==> config.mk <==
export PLATFORM = sky130hd
export DESIGN_NAME = led_pio_pwm
export DESIGN_NICKNAME = d
export VERILOG_FILES = /design/src/rtl/led_pio_pwm.sv
export SDC_FILE = /design/constraint.sdc
export NUM_CORES = 1
export LEC_CHECK = 0
export CORE_ASPECT_RATIO = 1.1
export CORE_MARGIN = 1.5
export CORE_UTILIZATION = 45
export DETAILED_ROUTE_END_ITERATION = 8
export PLACE_DENSITY_LB_ADDON = 0.1
export SYNTH_ARGS = -nofsm -noshare
export SYNTH_HDL_FRONTEND = slang
export SYNTH_SLANG_ARGS = --single-unit
==> constraint.sdc <==
create_clock -name clk_clk -period 4.2 [get_ports clk_clk]
set_input_delay 0.84 -clock clk_clk [delete_from_list [all_inputs] [get_ports clk_clk]]
set_output_delay 0.84 -clock clk_clk [all_outputs]
set_load 0.01 [all_outputs]
==> src/rtl/led_pio_pwm.sv <==
// -----------------------------------------------------------------------------
// led_pio_pwm
//   Avalon-MM LED controller. Each of WIDTH channels is either a static bit
//   (DATA) or a PWM channel with its own duty register. A shared prescaler
//   clocks a PWM_BITS-wide period counter. Duty writes are held as "pending"
//   values and are copied to the active registers on the period wrap, so a
//   running period is never cut short or stretched.
//
//   Optional feature macro: LED_PIO_BLINK_EN
//     Adds the BLINK register at word 6 and a blink phase that toggles every
//     2^BLINK_SHIFT period wraps. Without it, word 6 reads 0 and ignores writes.
//
// Ports
//   clk_clk          system clock (single domain)
//   reset_reset      synchronous, active-high reset
//   avs_address      word address (0 DATA, 1 MODE, 2 PRESCALE, 3 DUTY_SEL,
//                    4 DUTY, 5 CTRL, 6 BLINK)
//   avs_read         read strobe; avs_readdata valid one cycle later
//   avs_write        write strobe
//   avs_writedata    write data
//   avs_readdata     registered read data, held until the next read
//   led_pio_export   registered LED outputs
//   irq              registered level interrupt (IRQ_PEND & IRQ_EN)
// -----------------------------------------------------------------------------
module led_pio_pwm #(
    parameter int WIDTH       = 8,
    parameter int PWM_BITS    = 8,
    parameter int BLINK_SHIFT = 6
) (
    input  logic             clk_clk,
    input  logic             reset_reset,
    input  logic [2:0]       avs_address,
    input  logic             avs_read,
    input  logic             avs_write,
    input  logic [31:0]      avs_writedata,
    output logic [31:0]      avs_readdata,
    output logic [WIDTH-1:0] led_pio_export,
    output logic             irq
);

    localparam logic [2:0] ADDR_DATA     = 3'd0;
    localparam logic [2:0] ADDR_MODE     = 3'd1;
    localparam logic [2:0] ADDR_PRESCALE = 3'd2;
    localparam logic [2:0] ADDR_DUTY_SEL = 3'd3;
    localparam logic [2:0] ADDR_DUTY     = 3'd4;
    localparam logic [2:0] ADDR_CTRL     = 3'd5;
    localparam logic [2:0] ADDR_BLINK    = 3'd6;

    logic [WIDTH-1:0]    data_q;
    logic [WIDTH-1:0]    mode_q;
    logic [15:0]         prescale_q;
    logic [15:0]         pre_q;
    logic [4:0]          duty_sel_q;
    logic                enable_q;
    logic                invert_q;
    logic                irq_en_q;
    logic                irq_pend_q;
    logic [PWM_BITS-1:0] cnt_q;
    logic [PWM_BITS-1:0] duty_pend_q [WIDTH];
    logic [PWM_BITS-1:0] duty_act_q  [WIDTH];

    logic                tick;
    logic                boundary;
    logic [WIDTH-1:0]    raw;
    logic [WIDTH-1:0]    visible;
    logic [31:0]         rd_mux;
    logic                wr_data, wr_mode, wr_prescale, wr_duty_sel, wr_duty, wr_ctrl;

    // Write-data bits beyond the widest register are intentionally ignored.
    logic                unused_wdata;
    assign unused_wdata = ^avs_writedata;

    assign wr_data     = avs_write && (avs_address == ADDR_DATA);
    assign wr_mode     = avs_write && (avs_address == ADDR_MODE);
    assign wr_prescale = avs_write && (avs_address == ADDR_PRESCALE);
    assign wr_duty_sel = avs_write && (avs_address == ADDR_DUTY_SEL);
    assign wr_duty     = avs_write && (avs_address == ADDR_DUTY);
    assign wr_ctrl     = avs_write && (avs_address == ADDR_CTRL);

    // Counters are held at 0 while disabled, so tick can only fire when enabled.
    assign tick     = enable_q && (pre_q == prescale_q);
    // The wrapping tick is the period boundary.
    assign boundary = tick && (cnt_q == {PWM_BITS{1'b1}});

    // Control registers.
    // NOTE: sequential state uses non-blocking assignments so every register
    // samples pre-edge values regardless of statement or process order.
    always_ff @(posedge clk_clk) begin
        if (reset_reset) begin
            data_q     <= '0;
            mode_q     <= '0;
            prescale_q <= '0;
            duty_sel_q <= '0;
            enable_q   <= 1'b0;
            invert_q   <= 1'b0;
            irq_en_q   <= 1'b0;
            irq_pend_q <= 1'b0;
        end else begin
            if (wr_data)     data_q     <= avs_writedata[WIDTH-1:0];
            if (wr_mode)     mode_q     <= avs_writedata[WIDTH-1:0];
            if (wr_prescale) prescale_q <= avs_writedata[15:0];
            if (wr_duty_sel) duty_sel_q <= avs_writedata[4:0];
            if (wr_ctrl) begin
                enable_q <= avs_writedata[0];
                invert_q <= avs_writedata[1];
                irq_en_q <= avs_writedata[2];
            end
            // A boundary in the same cycle as a write-1-to-clear keeps the flag set.
            if (boundary)
                irq_pend_q <= 1'b1;
            else if (wr_ctrl && avs_writedata[3])
                irq_pend_q <= 1'b0;
        end
    end

    // Pending / active duty registers. A DUTY_SEL outside 0..WIDTH-1 matches no
    // channel, so such writes fall away naturally.
    // NOTE: the duty arrays are reset on purpose: outputs must come up dark and
    // the first period after reset must run with duty 0.
    always_ff @(posedge clk_clk) begin
        if (reset_reset) begin
            for (int i = 0; i < WIDTH; i++) begin
                duty_pend_q[i] <= '0;
                duty_act_q[i]  <= '0;
            end
        end else begin
            for (int i = 0; i < WIDTH; i++) begin
                if (boundary)
                    duty_act_q[i] <= duty_pend_q[i];
                if (wr_duty && (duty_sel_q == 5'(i)))
                    duty_pend_q[i] <= avs_writedata[PWM_BITS-1:0];
            end
        end
    end

    // Prescaler and PWM period counter.
    always_ff @(posedge clk_clk) begin
        if (reset_reset) begin
            pre_q <= '0;
            cnt_q <= '0;
        end else begin
            if (!enable_q) begin
                pre_q <= '0;
                cnt_q <= '0;
            end else if (tick) begin
                pre_q <= '0;
                cnt_q <= cnt_q + 1'b1;
            end else begin
                pre_q <= pre_q + 1'b1;
            end
            // Restart the prescale interval so the new value applies immediately.
            if (wr_prescale)
                pre_q <= '0;
        end
    end

`ifdef LED_PIO_BLINK_EN
    logic [WIDTH-1:0]     blink_q;
    logic [BLINK_SHIFT:0] blink_cnt_q;

    // The MSB of the boundary counter is the blink phase; 1 = visible.
    always_ff @(posedge clk_clk) begin
        if (reset_reset) begin
            blink_q     <= '0;
            blink_cnt_q <= '0;
        end else begin
            if (avs_write && (avs_address == ADDR_BLINK))
                blink_q <= avs_writedata[WIDTH-1:0];
            if (!enable_q)
                blink_cnt_q <= '0;
            else if (boundary)
                blink_cnt_q <= blink_cnt_q + 1'b1;
        end
    end

    assign visible = ~(blink_q & {WIDTH{~blink_cnt_q[BLINK_SHIFT]}});
`else
    localparam int BLINK_SHIFT_UNUSED = BLINK_SHIFT;
    assign visible = '1;
`endif

    // Raw per-channel level before blink gating and inversion.
    // NOTE: every always_comb output gets a default first so no path can
    // leave it unassigned and infer a latch.
    always_comb begin
        raw = '0;
        for (int i = 0; i < WIDTH; i++)
            raw[i] = mode_q[i] ? (cnt_q < duty_act_q[i]) : data_q[i];
    end

    always_comb begin
        rd_mux = '0;
        case (avs_address)
            ADDR_DATA:     rd_mux[WIDTH-1:0] = data_q;
            ADDR_MODE:     rd_mux[WIDTH-1:0] = mode_q;
            ADDR_PRESCALE: rd_mux[15:0]      = prescale_q;
            ADDR_DUTY_SEL: rd_mux[4:0]       = duty_sel_q;
            ADDR_DUTY: begin
                for (int i = 0; i < WIDTH; i++)
                    if (duty_sel_q == 5'(i))
                        rd_mux[PWM_BITS-1:0] = duty_pend_q[i];
            end
            ADDR_CTRL:     rd_mux[3:0] = {irq_pend_q, irq_en_q, invert_q, enable_q};
`ifdef LED_PIO_BLINK_EN
            ADDR_BLINK:    rd_mux[WIDTH-1:0] = blink_q;
`endif
            default:       rd_mux = '0;
        endcase
    end

    // Registered outputs. Read data is sampled before any same-cycle write
    // lands, so a simultaneous read and write returns the old value.
    always_ff @(posedge clk_clk) begin
        if (reset_reset) begin
            led_pio_export <= '0;
            irq            <= 1'b0;
            avs_readdata   <= '0;
        end else begin
            led_pio_export <= enable_q ? ((raw & visible) ^ {WIDTH{invert_q}}) : '0;
            irq            <= irq_pend_q & irq_en_q;
            if (avs_read)
                avs_readdata <= rd_mux;
        end
    end

endmodule

---- Word-level counts from Yosys, hierarchy flattened ----
Memory sizes are Yosys's and may differ from the RTL's.
Index checks and enable logic that the tools add are counted.
word-level totals
  register bits ........................... 90
  latch bits .............................. 0
  memory bits (writable) .................. 128
  ROM bits ................................ 0
  input port bits ......................... 39
  output and inout port bits .............. 41
  logic and storage cells ................. 147
  memories ................................ 2
cells by class
  add/sub/neg operators ................... 2
  multipliers ............................. 0
  divide/modulo/power cells ............... 0
  $lt $le $gt $ge ......................... 8
  equal/unequal tests ..................... 14
  shift-type cells ........................ 0
  mux-type cells .......................... 67
  bitwise operators ....................... 19
  reductions and logical operators ........ 22
memories
  memory       depth  bits a word  read ports  clocked after memory_dff  write ports  RTL line  RTL
  duty_act_q   8      8            8           0                         8            60        logic [PWM_BITS-1:0] duty_act_q [WIDTH];
  duty_pend_q  8      8            8           0                         8            59        logic [PWM_BITS-1:0] duty_pend_q [WIDTH];
operators by type and width
  cell                   number
  $mux 8                 25
  $lt 8x8->1             8
  $mux 1                 39
  $pmux 4 s6             1
  $eq 5x3->1 const B     4
  $logic_and 1x1->1      17
  $add 16x1->16 const B  1
  $eq 16x16->1           1
  $or 1x1->1             16
  $pmux 3 s4             1
  $eq 5x2->1 const B     2
  $add 8x1->8 const B    1
  $eq 8x8->1 const B     1
  $xor 8x8->8            1
  $eq 3x2->1 const B     2
  $eq 3x3->1 const B     2
  $eq 5x1->1 const B     1
  $logic_not 5->1        1
  $pmux 1 s5             1
  $reduce_or 4->1        1
  $eq 3x1->1 const B     1
  $logic_not 3->1        1
  $reduce_bool 2->1      1
  $reduce_or 2->1        1
  2 further kinds        2

---- Depth between registers and ports, before layout ----
  word-level depth ........................ 10
  mapped depth ............................ 8
  mapped depth without buffers ............ 7

---- Worst setup path before layout ----
No wires, ideal clock.
  path kind ............................... register to register
  from .................................... register prescale_q[13]
  to ...................................... memory duty_act_q[0][0] (enable)
  setup time .............................. 0.499 ns
  arrival ................................. 4.081 ns
  required time ........................... 3.701 ns
  path slack .............................. -0.380 ns
  cell stages (with the launch flop) ...... 6
  buffers on the path ..................... 0
  period minus slack after synthesis ...... 4.580 ns
  cells stage by stage .................... dfxtp_1 > xor2_1 > nor4_2 > and3_1 > nand3_1 > o21bai_1
RTL lines
  what                    RTL line  RTL
  start, declared         51        logic [15:0] prescale_q;
  start signal, assigned  101       if (wr_prescale) prescale_q <= avs_writedata[15:0];
  end, declared           60

==> results.md <==
* GRT Total Usage at 23.3%
* Fin util at 52.3%
* Prevailing post-synth register cell: edfxtp_1
* Gate Count Post-Synth at 1069
* Final nets at 1205
* TritonCTS sink count at 218
* Total grt overflow at 0
* Slew @ Worst Pin at 1030 ps
* Total of max-cap violations at 0
* Initial Util at 46.0%
* Asr flop ratio synth at 0%
* Routed Antenna Nets at 0
* Slowest CP cell: clkdlybuf4s50_1
* # rows at 59
* Fmax at 359 MHz
* Post-synthesis cell type count at 69
* Critical path, cell by cell: clkdlybuf4s50_1 -> nor2_1 -> and3_1 -> nand3_1 -> nand2b_1
* Post-CTS Setup Inserts at 0
* Net Sw Power at 1.09 mW
* Overall Power at 4.83 mW
* HP Class: flip-flop to flip-flop
* Tmin final at 2780 ps
* Post-Syn Area at 10900 um^2
* WHS at 450 ps
* Drc violations at 0
* Pin count of the biggest net entering global routing at 50
* Total CTS buffers at 24
* Clk buf depth at 3
* Setup TNS at 0 ps
* PnR worst setup slack at 1420 ps
* Status: finished, final reports clean
* First-pass GRT wire length at 44.2 mm
* Setup Skew at 15.0 ps
* H-tree levels at 1
* Final wirelength at 29.1 mm
* Leakage at 4.93 nW
* CP max FO at 11
* # port buffers at 47
* Setup crit end kind: flip-flop
* Vias per inst at 5.54
* Area Overhead vs Synth at 13.7%
* EDFF count, synth at 128
* Max incr delay on CP at 590 ps
* Crit path max-delay family: simple AND/OR/NAND/NOR gates
* Comb power frac at 6.0%
* CTS root buffer: clkbuf_16
* CP arrival at 2970 ps
* Seq/Total Area, Yosys at 51.6%
* I/O Pins at 80
* DP Worst Slack at 919 ps
* Buf+Inv Stages, Crit Path at 1
* Commonest non-fill, non-tap cell in the layout: edfxtp_1
* Period utilization at 66.3%
* Internal power at 3.74 mW
* Flop pwr share at 49.6%
* Number of synthesized register bits at 218
* CP Launch Type: input port
* Mapped Avg Cell Area at 10.2 um^2
* Worst-skew pair later-pin latency at 520 ps
* Fill count at 2214
* Final Setup Violations at 0
* DP Wirelength at 21.3 mm
* YS warnings at 0
* Clk pwr share at 44.4%
* Slew headroom at 31.0%
* CTS tree: yes
* CP required at 4390 ps
* Peak VDD IR at 0.505 mV
* Endpoints failing hold at 0
* Pins over their slew limit at 0
* Cell area power density at 388 nW/um^2
* Leading cell types in the layout, fill and taps excluded: edfxtp_1 (128), nand2_1 (98), nor2_1 (95)
* Via count at 7933
* Antenna violations before repair at 1
* Post-DR wirelength/cell at 20.3 um
* Fraction of layout cells with a size suffix above 1 at 7.02%
* Cts repair resizes at 0
* Vias in the first global route at 7649
* Final GP Congestion at 0.925
* Initial DRT Pass Iterations at 7
* Die width at 152 um
* CTS Hold Buffers Added at 0
* Die height at 166 um
* Die area at 25200 um^2
* Class of the most critical setup path: input port to flip-flop
* Sw Share at 22.6%
* Unrepaired setup endpoints after global routing: no
* Iteration-0 DRC Markers at 637
* Core Region at 23800 um^2
* CTS clk-pin slew, worst paths at 60 ps
[cells by family (layout without fill, tap and decap cells)]
group	count (synthesis)	count (layout)	share of synthesized area, %
simple gates	398	398	18.9
flops	218	218	51.6
compound gates	197	197	12.1
buf+inv	143	184	5.78
fa+ha+maj	58	58	6.64
xor+xnor	30	30	2.40
mux	24	24	2.49
other cells	1	17	0.0343
[through the flow]
step / std cells / instance area [um^2]
after floorplan: 1084 / 11000
after global placement: 1387 / 11600
after detailed placement: 1387 / 11600
after CTS: 1430 / 12400
after global routing: 1430 / 12400
final: 1431 / 12400
[Yosys cell counts, types with 22 or more instances]
master / n / area (um^2)
nand3_1: 22 / 110
and2_1: 54 / 338
clkbuf_1: 26 / 97.6
a21oi_1: 52 / 260
xor2_1: 24 / 210
nand2_1: 98 / 368
nand2b_1: 28 / 175
nor2b_1: 23 / 144
dfxtp_1: 90 / 1800
edfxtp_1: 128 / 3840
inv_1: 80 / 300
ha_1: 58 / 726
o21ai_0: 37 / 185
nor2_1: 95 / 357
[worst paths after layout]
path	cells after the start	to	slack [ps]	start
worst min-delay path	2	irq$_SDFF_PP0_	450	irq_pend_q$_SDFFE_PP0P_
worst min register to register	2	irq$_SDFF_PP0_	450	irq_pend_q$_SDFFE_PP0P_
worst max register to register	4	duty_pend_q[1][2]$_SDFFCE_PN0P_	1530	duty_sel_q[2]$_SDFFE_PP0P_
worst max-delay path	5	duty_pend_q[0][24]$_SDFFCE_PN0P_	1420	avs_address[1]
[metal layers]
layer,share of wire (%),global-route usage (%),up-vias
met2,48,37.3,219
li1,-,-,3835
met5,0,0,-
met4,3.4,8.53,0
met3,4.4,2.66,62
met1,45,32.5,3817
[registers in the layout (all words and copies together) (netlist names)]
signal,count
avs_readdata,16
cnt_q,8
data_q,8
duty_act_q,64
duty_pend_q,64
duty_sel_q,5
enable_q,1
invert_q,1
irq,1
irq_en_q,1
irq_pend_q,1
led_pio_export,8
mode_q,8
pre_q,16
prescale_q,16
[worst min-delay path, delay by kind of cell, from the launching register on]
family | cells | cell delay, ps
flops | 1 | 320
simple gates | 2 | 90
[power by group through the flow]
stage / Combinational (mW) / Sequential [mW] / Clock, mW
floorplan: 0.198 / 2.41 / 0
global placement: 0.286 / 2.44 / 0
detailed placement: 0.289 / 2.44 / 0
CTS: 0.291 / 2.39 / 2.18
global route: 0.320 / 2.40 / 2.26
finish: 0.290 / 2.39 / 2.15
[area by class of cell]
cell class | count | area [um^2] | area share, %
antenna | 1 | 2.50 | 0.0201
clock buffer | 33 | 707 | 5.68
clock inverter | 10 | 104 | 0.835
inverter | 80 | 300 | 2.41
multi-input combinational | 723 | 4720 | 38.0
sequential | 218 | 5650 | 45.4
tap | 305 | 382 | 3.07
timing repair buffer | 61 | 571 | 4.59
(Power assumes the default switching activity.)
